File: config.mk
export PLATFORM = sky130hd
export DESIGN_NAME = pipe_stage_reg
export DESIGN_NICKNAME = d
export VERILOG_FILES = /design/src/rtl/pipe_stage_reg.sv
export SDC_FILE = /design/constraint.sdc
export NUM_CORES = 1
export LEC_CHECK = 0
export BUFFER_PORTS_ARGS = -buffer_cell sky130_fd_sc_hd__buf_4
export CAP_MARGIN = 20
export CORE_MARGIN = 1.5
export CORE_UTILIZATION = 40
export CTS_BUF_LIST = sky130_fd_sc_hd__clkbuf_8 sky130_fd_sc_hd__clkbuf_16
export CTS_CLUSTER_SIZE = 25
export DETAILED_ROUTE_END_ITERATION = 8
export PLACE_DENSITY = 0.76
export SYNTH_ARGS = -nofsm -noshare
export SYNTH_HDL_FRONTEND = slang
export SYNTH_SLANG_ARGS = --single-unit
File: constraint.sdc
create_clock -name Clock -period 1.3 [get_ports Clock]
set_input_delay 0.065 -clock Clock [delete_from_list [all_inputs] [get_ports Clock]]
set_output_delay 0.065 -clock Clock [all_outputs]
set_load 0.01 [all_outputs]
File: src/rtl/pipe_stage_reg.sv
// pipe_stage_reg: one-entry pipeline stage register with a valid/ready
// handshake, a synchronous flush and bubble-zeroed control bits.
// Optional skid entry, enabled by defining PIPE_STAGE_SKID_EN, registers
// In_Ready so that no combinational path runs from Out_Ready to In_Ready.
module pipe_stage_reg #(
  parameter int CTRL_WIDTH = 8,
  parameter int DATA_WIDTH = 96
) (
  input  logic                  Clock,
  input  logic                  Reset,
  input  logic                  Flush,
  input  logic                  In_Valid,
  output logic                  In_Ready,
  input  logic [CTRL_WIDTH-1:0] In_Ctrl,
  input  logic [DATA_WIDTH-1:0] In_Data,
  output logic                  Out_Valid,
  input  logic                  Out_Ready,
  output logic [CTRL_WIDTH-1:0] Out_Ctrl,
  output logic [DATA_WIDTH-1:0] Out_Data,
  output logic [1:0]            Occupancy
);

  // Main entry: the head of the stage, drives Out_*.
  logic                  m_valid, m_valid_nxt;
  logic [CTRL_WIDTH-1:0] m_ctrl,  m_ctrl_nxt;
  logic [DATA_WIDTH-1:0] m_data,  m_data_nxt;

  logic in_fire;
  logic out_fire;

  assign in_fire  = In_Valid & In_Ready;
  assign out_fire = m_valid & Out_Ready;

  // Bubbles present all-zero control so stale bits never reach downstream.
  assign Out_Valid = m_valid;
  assign Out_Ctrl  = m_valid ? m_ctrl : '0;
  assign Out_Data  = m_data;

`ifdef PIPE_STAGE_SKID_EN

  // Skid entry: holds the single entry that arrives during the cycle in
  // which backpressure is still propagating through the registered ready.
  logic                  s_valid, s_valid_nxt;
  logic [CTRL_WIDTH-1:0] s_ctrl,  s_ctrl_nxt;
  logic [DATA_WIDTH-1:0] s_data,  s_data_nxt;
  logic                  ready_q;

  assign In_Ready  = ready_q;
  assign Occupancy = {m_valid & s_valid, m_valid ^ s_valid};

  // Next-state for both entries; flush overrides every transfer.
  always_comb begin
    // NOTE: every output of this block gets a default first, otherwise a
    // path that leaves one unassigned infers a latch.
    m_valid_nxt = m_valid;
    m_ctrl_nxt  = m_ctrl;
    m_data_nxt  = m_data;
    s_valid_nxt = s_valid;
    s_ctrl_nxt  = s_ctrl;
    s_data_nxt  = s_data;
    if (Flush) begin
      m_valid_nxt = 1'b0;
      s_valid_nxt = 1'b0;
    end else if (!m_valid) begin
      if (in_fire) begin
        m_valid_nxt = 1'b1;
        m_ctrl_nxt  = In_Ctrl;
        m_data_nxt  = In_Data;
      end
    end else if (!s_valid) begin
      if (out_fire) begin
        m_valid_nxt = in_fire;
        if (in_fire) begin
          m_ctrl_nxt = In_Ctrl;
          m_data_nxt = In_Data;
        end
      end else if (in_fire) begin
        s_valid_nxt = 1'b1;
        s_ctrl_nxt  = In_Ctrl;
        s_data_nxt  = In_Data;
      end
    end else if (out_fire) begin
      m_ctrl_nxt  = s_ctrl;
      m_data_nxt  = s_data;
      s_valid_nxt = 1'b0;
    end
  end

  // Valid flags, main entry and registered ready; ready stays low in reset.
  always_ff @(posedge Clock or negedge Reset) begin
    // NOTE: sequential state uses non-blocking assignments so every flop
    // samples the pre-edge values regardless of statement order.
    if (!Reset) begin
      m_valid <= 1'b0;
      m_ctrl  <= '0;
      m_data  <= '0;
      s_valid <= 1'b0;
      ready_q <= 1'b0;
    end else begin
      m_valid <= m_valid_nxt;
      m_ctrl  <= m_ctrl_nxt;
      m_data  <= m_data_nxt;
      s_valid <= s_valid_nxt;
      ready_q <= ~s_valid_nxt;
    end
  end

  // Skid payload: qualified by s_valid, so it needs no reset.
  always_ff @(posedge Clock) begin
    // NOTE: payload-only storage is left unreset; its valid flag guards it
    // and the reset fan-out stays on the control flops.
    s_ctrl <= s_ctrl_nxt;
    s_data <= s_data_nxt;
  end

`else

  // Gates In_Ready low until the first edge after reset release.
  logic ready_en;

  assign In_Ready  = ready_en & (~m_valid | Out_Ready);
  assign Occupancy = {1'b0, m_valid};

  // Next-state for the single entry; flush overrides every transfer.
  always_comb begin
    m_valid_nxt = m_valid;
    m_ctrl_nxt  = m_ctrl;
    m_data_nxt  = m_data;
    if (Flush) begin
      m_valid_nxt = 1'b0;
    end else if (!m_valid || out_fire) begin
      m_valid_nxt = in_fire;
      if (in_fire) begin
        m_ctrl_nxt = In_Ctrl;
        m_data_nxt = In_Data;
      end
    end
  end

  // Main entry and the post-reset ready enable.
  always_ff @(posedge Clock or negedge Reset) begin
    if (!Reset) begin
      m_valid  <= 1'b0;
      m_ctrl   <= '0;
      m_data   <= '0;
      ready_en <= 1'b0;
    end else begin
      m_valid  <= m_valid_nxt;
      m_ctrl   <= m_ctrl_nxt;
      m_data   <= m_data_nxt;
      ready_en <= 1'b1;
    end
  end

`endif

endmodule

==> results by group, run 1 <==
STA
  – Final setup margin: -0.0930 ns
  – Hold Violations, Final: 0
  – Tcrit/Tclk final: 1.07
  – Clock skew: 0.0167 ns
  – Maximum clock frequency: 0.718 GHz
  – Hold Slack: 0.0197 ns
  – RSZ-0062 raised after global routing: yes
  – Fin. max-slew vios: 0
  – Final setup fails: 111
  – Minimum clock period: 1.39 ns
  – Total negative slack: -5.83 ns

Detailed routing
  – Routed WL: 11000 um
  – DR iter-0 viols: 69
  – Drt pass-1 iters: 4
  – DR vias/cell: 4.54
  – Final ANT Viol Nets: 0
  – Total number of vias: 3185
  – Routed wire per std cell: 15.6 um
  – DRC viols: 0

Clock tree
  – Maximum buffer depth of the clock tree: 2
  – Worst-path clk slew: 0.11 ns
  – CTS tree: done
  – Clk sinks: 106
  – H-tree levels: 3
  – Worst skew pair latency: 0.35 ns
  – Num CTS Buffers: 9
  – Root buffer cell: clkbuf_8

Placed design
  – Hpwl dp: 6740 um
  – DP Cell Count: 578
  – # port buffers: 215
  – Routability congestion estimate from global placement: 0.714

Status
  – Status: finished with violations
  – Failing checks: setup timing

Power
  – P_sw: 2.46 mW
  – Static Leak: 3.43 nW
  – Comb power frac: 0.299
  – Cell Int Power: 6.50 mW
  – Switching Share: 0.275
  – Clk network pwr share: 0.218
  – Power density cells: 1270 nW/um2
  – Peak supply drop: 0.787 mV
  – Seq pwr share: 0.482

Floorplanning
  – Starting density of the core: 0.413
  – Die Ht: 103 um
  – Row count: 36
  – Chip Width: 103 um
  – Core area: 9770 um2
  – Die area: 10700 um2
  – Ports: 217

Synthesis
  – Top cells by area, synth: dfrtp_1 66%, mux2_2 15%, mux2_1 14%
  – Post-Syn Nets: 346
  – Synthesized flop and latch total: 106
  – Largest area contributor in the netlist: dfrtp_1
  – Post-synth top area share: 0.658
  – Register area share after synthesis: 0.658
  – Cells after Synth: 237
  – Cell area after synthesis: 4030 um2
  – Ys Warns: 0
  – Syn Area/Cell: 17.0 um2
  – Cell variety after synth: 11

Setup path
  – Slowest CP cell: dfrtp_2
  – Critical Path AT: 1.63 ns
  – Required time worst endpoint: 1.54 ns
  – CP cell instances: nand2b_4, nand4b_4, buf_4, mux2_1
  – Crit path launch type: flop
  – Peak fanout along the critical path: 19
  – WS Path Type: reg -> reg
  – Register-to-Register Path Depth: 4
  – CP max stage delay: 0.44 ns
  – Levels on crit path: 4
  – Top Family by Delay on Critical Path: flip-flops
  – Crit. End Element: flop
  – Worst path bufs/invs: 1

Global routing
  – Vias in the first global route: 3514
  – Initial antenna violation count: 0
  – Total GRT Usage: 0.206
  – Largest net degree at the start of global routing: 53
  – First-pass GRT wire length: 16600 um
  – GRT overflow: 0

Worst hold path
  – Worst hold path depth: 3
  – Hold Path Class: in -> reg

Final layout
  – Layout cells sized above 1: 0.519
  – Commonest non-fill, non-tap cell in the layout: buf_4
  – Area delta synth->final: 75.7%
  – Most frequent cells in the layout: 217 x buf_4, 106 x dlygate4sd3_1, 105 x dfrtp_1
  – Nets: 671
  – Post-route insts no fill: 702

Run
  – Max cap viols: 0
logic make-up after synthesis:
logic type,count (synthesis),share of synthesized area
other,2,0.00186
buffers and inverters,13,0.0267
AO/OA/AOI/OAI,1,0.00124
flip-flops,106,0.658
multiplexers,104,0.290
AND/OR/NAND/NOR,11,0.0220
Yosys cell counts, drive strengths merged:
master / instances
dfrtp: 106
conb: 2
buf: 13
o21ai: 1
nand4b: 1
nand2b: 1
and2: 9
mux2: 104
worst paths after layout:
path | from | endpoint | slack [ns]
max | Out_Valid | Out_Data[88] | -0.09
min | Out_Ready | Out_Valid | 0.02
max reg2reg | Out_Valid | Out_Data[88] | -0.09
min reg2reg | Out_Data[71] | Out_Data[71] | 0.50
max in group asynchronous | Reset | Out_Data[0] | 0.62
min in group asynchronous | Reset | Out_Data[24] | 0.12
power by group through the flow:
stage	Sequential (mW)	Clock [mW]	Combinational [mW]
detailed placement	4.37	0	2.40
global route	4.41	2.18	2.89
finish	4.32	1.96	2.68
floorplan	4.63	0	0.633
CTS	4.31	2.01	2.67
global placement	4.34	0	2.34
sequential cells by signal, indices dropped and copies added, names as in the netlist:
name,flops
Out_Data,96
m_ctrl,8
Out_Valid,1
ready_en,1
per-stage QoR:
stage | total power [mW] | worst slack, ns | instance area [um2] | util
final | 8.97 | -0.0930 | 7080 | 0.725
after global routing | 9.47 | -0.137 | 7080 | 0.724
after CTS | 8.98 | -0.0928 | 7070 | 0.723
after detailed placement | 6.77 | -0.0740 | 5810 | 0.594
after global placement | 6.68 | -0.0136 | 5810 | 0.594
after floorplan | 5.26 | -0.0849 | 4040 | -
per-layer routing:
metal  part of all wire  up-vias  GRT usage
li1                   -     1470          -
met1               0.35     1548      0.215
met2               0.55      136      0.385
met3              0.061       31     0.0423
met4              0.039        0      0.113
met5                  0        -          0
layout make-up:
type	count	area (um2)
well taps	133	166
flip-flops and latches	106	2650
clock inverters	7	65.1
clock buffers	9	124
repair buffers	327	2770
fillers	611	2690
multi-input cells	118	1300
diodes	2	5.00
worst register-to-register path: stages, from the launching register on:
cell	delay, ns
dfrtp_2	0.44
nand2b_4	0.09
nand4b_4	0.14
buf_4	0.25
mux2_1	0.35
timing repair:
item / CTS / global route
resized for setup: 2 / 3
setup buffers: 0 / 0
setup endpoints to repair: 112 / 112
hold endpoints to repair: 211 / 0
hold buffers: 106 / 0
(Power assumes the default switching activity.)
==> inputs of run 2 (changes only) <==
ABC_AREA = 1   (was unset)
CORE_UTILIZATION = 42   (was 40)
PLACE_DENSITY = 0.77   (was 0.76)
==> run 2 against run 1 <==
  * The run still ends with setup timing left
  * Critical path depth up 1
  * Largest power group unchanged
  * Register-to-register slack better by 0.07 ns
  * Cell count up 34%
  * Worst hold slack better by 0.17 ns
  * Maximum frequency up 5.7%
  * Cell area up 8.0%
  * Non-clock buffer count up 19
  * Worst setup slack better by 0.075 ns
  * Count of clock-buffer cells in the layout up 2
  * Global-route usage up 6.7 points
  * Power up 1.0%
  * Utilization up 1.6 points
==> results by group, run 2 <==
Setup path
  – Slowest CP cell: dfrtp_1
  – FF-to-FF setup slack: -0.02 ns (+0.07 ns)
  – Register-to-Register Path Depth: 5 (+1)
  – CP cell instances: buf_4, nand2_4, buf_12, nand4_1, nand2_1
  – WS Path Type: reg -> reg
  – Worst path bufs/invs: 2 (+1)
  – Crit. End Element: flop
  – Crit path launch type: flop
  – Required time worst endpoint: 1.60 ns (+0.06 ns)
  – R2R Path Start: Out_Valid
  – Critical Path AT: 1.61 ns (-0.02 ns)
  – Peak fanout along the critical path: 55 (+36)
  – CP max stage delay: 0.40 ns (-0.04 ns)
  – Worst reg2reg path endpoint: Out_Data[12]
  – Worst setup startpoint: Out_Valid
  – Levels on crit path: 5 (+1)
  – Top Family by Delay on Critical Path: simple AND/OR/NAND/NOR gates
  – CP endpoint: Out_Data[12]

Clock tree
  – Maximum buffer depth of the clock tree: 2 (unchanged)
  – H-tree levels: 3 (unchanged)
  – CTS tree: done
  – Worst-path clk slew: 0.10 ns (about the same)
  – Clk sinks: 106 (unchanged)
  – Num CTS Buffers: 9 (unchanged)
  – Root buffer cell: clkbuf_8
  – Worst skew pair latency: 0.35 ns (about the same)

Placed design
  – Placed instance area: 6190 um2 (+6.6%)
  – Post-Place Worst Slack: 0.0687 ns (+0.143 ns)
  – DP Cell Count: 808 (+40%)
  – Hpwl dp: 8530 um (+27%)
  – Routability congestion estimate from global placement: 0.781 (+9.4%)
  – # port buffers: 215 (unchanged)

Power
  – Clk network pwr share: 0.250 (+0.032)
  – Static Leak: 4.11 nW (+20%)
  – Peak supply drop: 0.638 mV (-19%)
  – P_sw: 2.65 mW (+7.5%)
  – Comb power frac: 0.286 (-0.013)
  – Cell Int Power: 6.41 mW (-1.4%)
  – Seq pwr share: 0.464 (-0.018)
  – Power density cells: 1180 nW/um2 (-6.5%)
  – Switching Share: 0.292 (+0.0177)

Floorplanning
  – Die Ht: 106 um (+2.7%)
  – Ports: 217 (unchanged)
  – Core area: 10300 um2 (+5.6%)
  – Die area: 11300 um2 (+5.5%)
  – Row count: 37 (+2.8%)
  – Chip Width: 106 um (+2.7%)
  – Starting density of the core: 0.433 (+0.0207)

Final layout
  – Most frequent cells in the layout: 223 x buf_4, 216 x nand2_1, 106 x dlygate4sd3_1
  – Layout cells sized above 1: 0.322 (-0.197)
  – Antenna diodes: 0 (-2)
  – Post-route cell area: 7650 um2 (+8.0%)
  – Nets: 909 (+35%)
  – Area delta synth->final: 71.1%
  – Core Util, Final: 0.741 (+0.0165)
  – Commonest non-fill, non-tap cell in the layout: buf_4
  – Max FFs per register: 96 (unchanged)
  – Post-route insts no fill: 941 (+34%)

Detailed routing
  – DR vias/cell: 5.20 (+15%)
  – DR iter-0 viols: 331 (+380%)
  – Routed WL: 15600 um (+43%)
  – Final ANT Viol Nets: 0 (unchanged)
  – DRC viols: 0 (unchanged)
  – Drt pass-1 iters: 5 (+1)
  – Total number of vias: 4890 (+54%)
  – Routed wire per std cell: 16.6 um (+6.4%)

Synthesis
  – Post-synth top area share: 0.593 (-0.0648)
  – Top_reg_cell synth: dfrtp_1
  – Synthesized flop and latch total: 106 (unchanged)
  – Synth async-reset ratio: 1.00 (unchanged)
  – Ys Warns: 0 (unchanged)
  – Cell variety after synth: 14 (+3)
  – EDFF count, synth: 0 (unchanged)
  – Register area share after synthesis: 0.593 (-0.0648)
  – Cells after Synth: 491 (+110%)
  – Top cells by area, synth: dfrtp_1 59%, nand2_1 18%, nand4_1 15%
  – Largest area contributor in the netlist: dfrtp_1
  – Cell area after synthesis: 4470 um2 (+11%)
  – Synth top cells by count: 216 x nand2_1, 106 x dfrtp_1, 104 x nand4_1, 18 x buf_2, 17 x clkbuf_1
  – Syn Area/Cell: 9.11 um2 (-46%)
  – Most common cell in the netlist: nand2_1
  – Post-Syn Nets: 600 (+73%)

STA
  – Final setup margin: -0.0183 ns (+0.0747 ns)
  – Clock skew: 0.00772 ns (-0.00900 ns)
  – Maximum clock frequency: 0.759 GHz (+5.7%)
  – Fin. max-slew vios: 0 (unchanged)
  – Tcrit/Tclk final: 1.01 (-0.0575)
  – Minimum clock period: 1.32 ns (-0.0747 ns)
  – Hold Violations, Final: 0 (unchanged)
  – RSZ-0062 raised after global routing: yes
  – Final setup fails: 2 (-98%)
  – Hold Slack: 0.190 ns (+0.170 ns)

Global routing
  – Vias in the first global route: 4915 (+40%)
  – Initial antenna violation count: 0 (unchanged)
  – GRT overflow: 0 (unchanged)
  – Largest net degree at the start of global routing: 64 (+21%)
  – Total GRT Usage: 0.273 (+0.0669)
  – First-pass GRT wire length: 24300 um (+46%)

Worst hold path
  – Hold Path Class: in -> async

Status
  – Failing checks: setup timing
  – Status: finished with violations

Run
  – Max cap viols: 0 (unchanged)
-- run 2: final cells by class --
cell class / count / area [um2]
Multi-Input combinational cell: 327 / 1520
Inverter: 10 / 37.5
Fill cell: 676 / 2670
Timing Repair Buffer: 346 / 3040
Clock inverter: 5 / 77.6
Clock buffer: 11 / 151
Tap cell: 136 / 170
Sequential cell: 106 / 2660
-- run 2: worst min-delay path by stage --
stage,from,to,slack (ns),cells past startpoint
floorplan,Reset,Out_Data[0],-0.23,0
global placement,Reset,Out_Data[78],-0.009,1
detailed placement,Reset,Out_Data[74],-0.005,1
CTS,Reset,Out_Data[74],0.16,2
global route,Reset,Out_Data[78],0.21,2
finish,Reset,Out_Data[78],0.19,2
-- run 2: worst reg2reg max path: cells and delay by family (launching register included) --
kind,cells,cell delay [ns]
buf+inv,2,0.39
simple gates,3,0.47
flops,1,0.40
-- run 2: stage by stage --
stage | setup TNS, ns | total power [mW]
2_1_floorplan | 0 | 5.07
3_3_place_gp | 0 | 6.39
3_5_place_dp | 0 | 6.46
4_1_cts | -0.0431 | 9.01
5_1_grt | -2.62 | 9.49
6_report | -0.0363 | 9.06
-- run 2: kinds of logic after synthesis --
family	Yosys count	synth area share
flip-flops	106	0.593
AND/OR/NAND/NOR	323	0.333
other	2	0.00168
buffers and inverters	58	0.0697
AO/OA/AOI/OAI	2	0.00280
-- run 2: timing repair --
item,in CTS,in global routing
buffers inserted,4,4
endpoints found under the hold margin,211,0
pin swaps,0,1
endpoints found under the setup margin,9,37
hold buffers,106,0
cloned,0,3
resized for setup,5,5
-- run 2: routing by layer --
metal	part of all wire	routed length (um)	global-route usage	vias to the layer above
li1	-	-	-	2258
met1	0.39	6150	0.343	2287
met2	0.48	7570	0.446	305
met3	0.093	1450	0.0638	40
met4	0.029	459	0.128	0
met5	0	0	0	-
-- run 2: power groups by stage --
stage	sequential, mW	combinational [mW]	clock, mW
floorplan	4.44	0.638	0
global placement	4.21	2.18	0
detailed placement	4.23	2.23	0
CTS	4.18	2.50	2.33
global route	4.26	2.80	2.43
finish	4.20	2.59	2.27
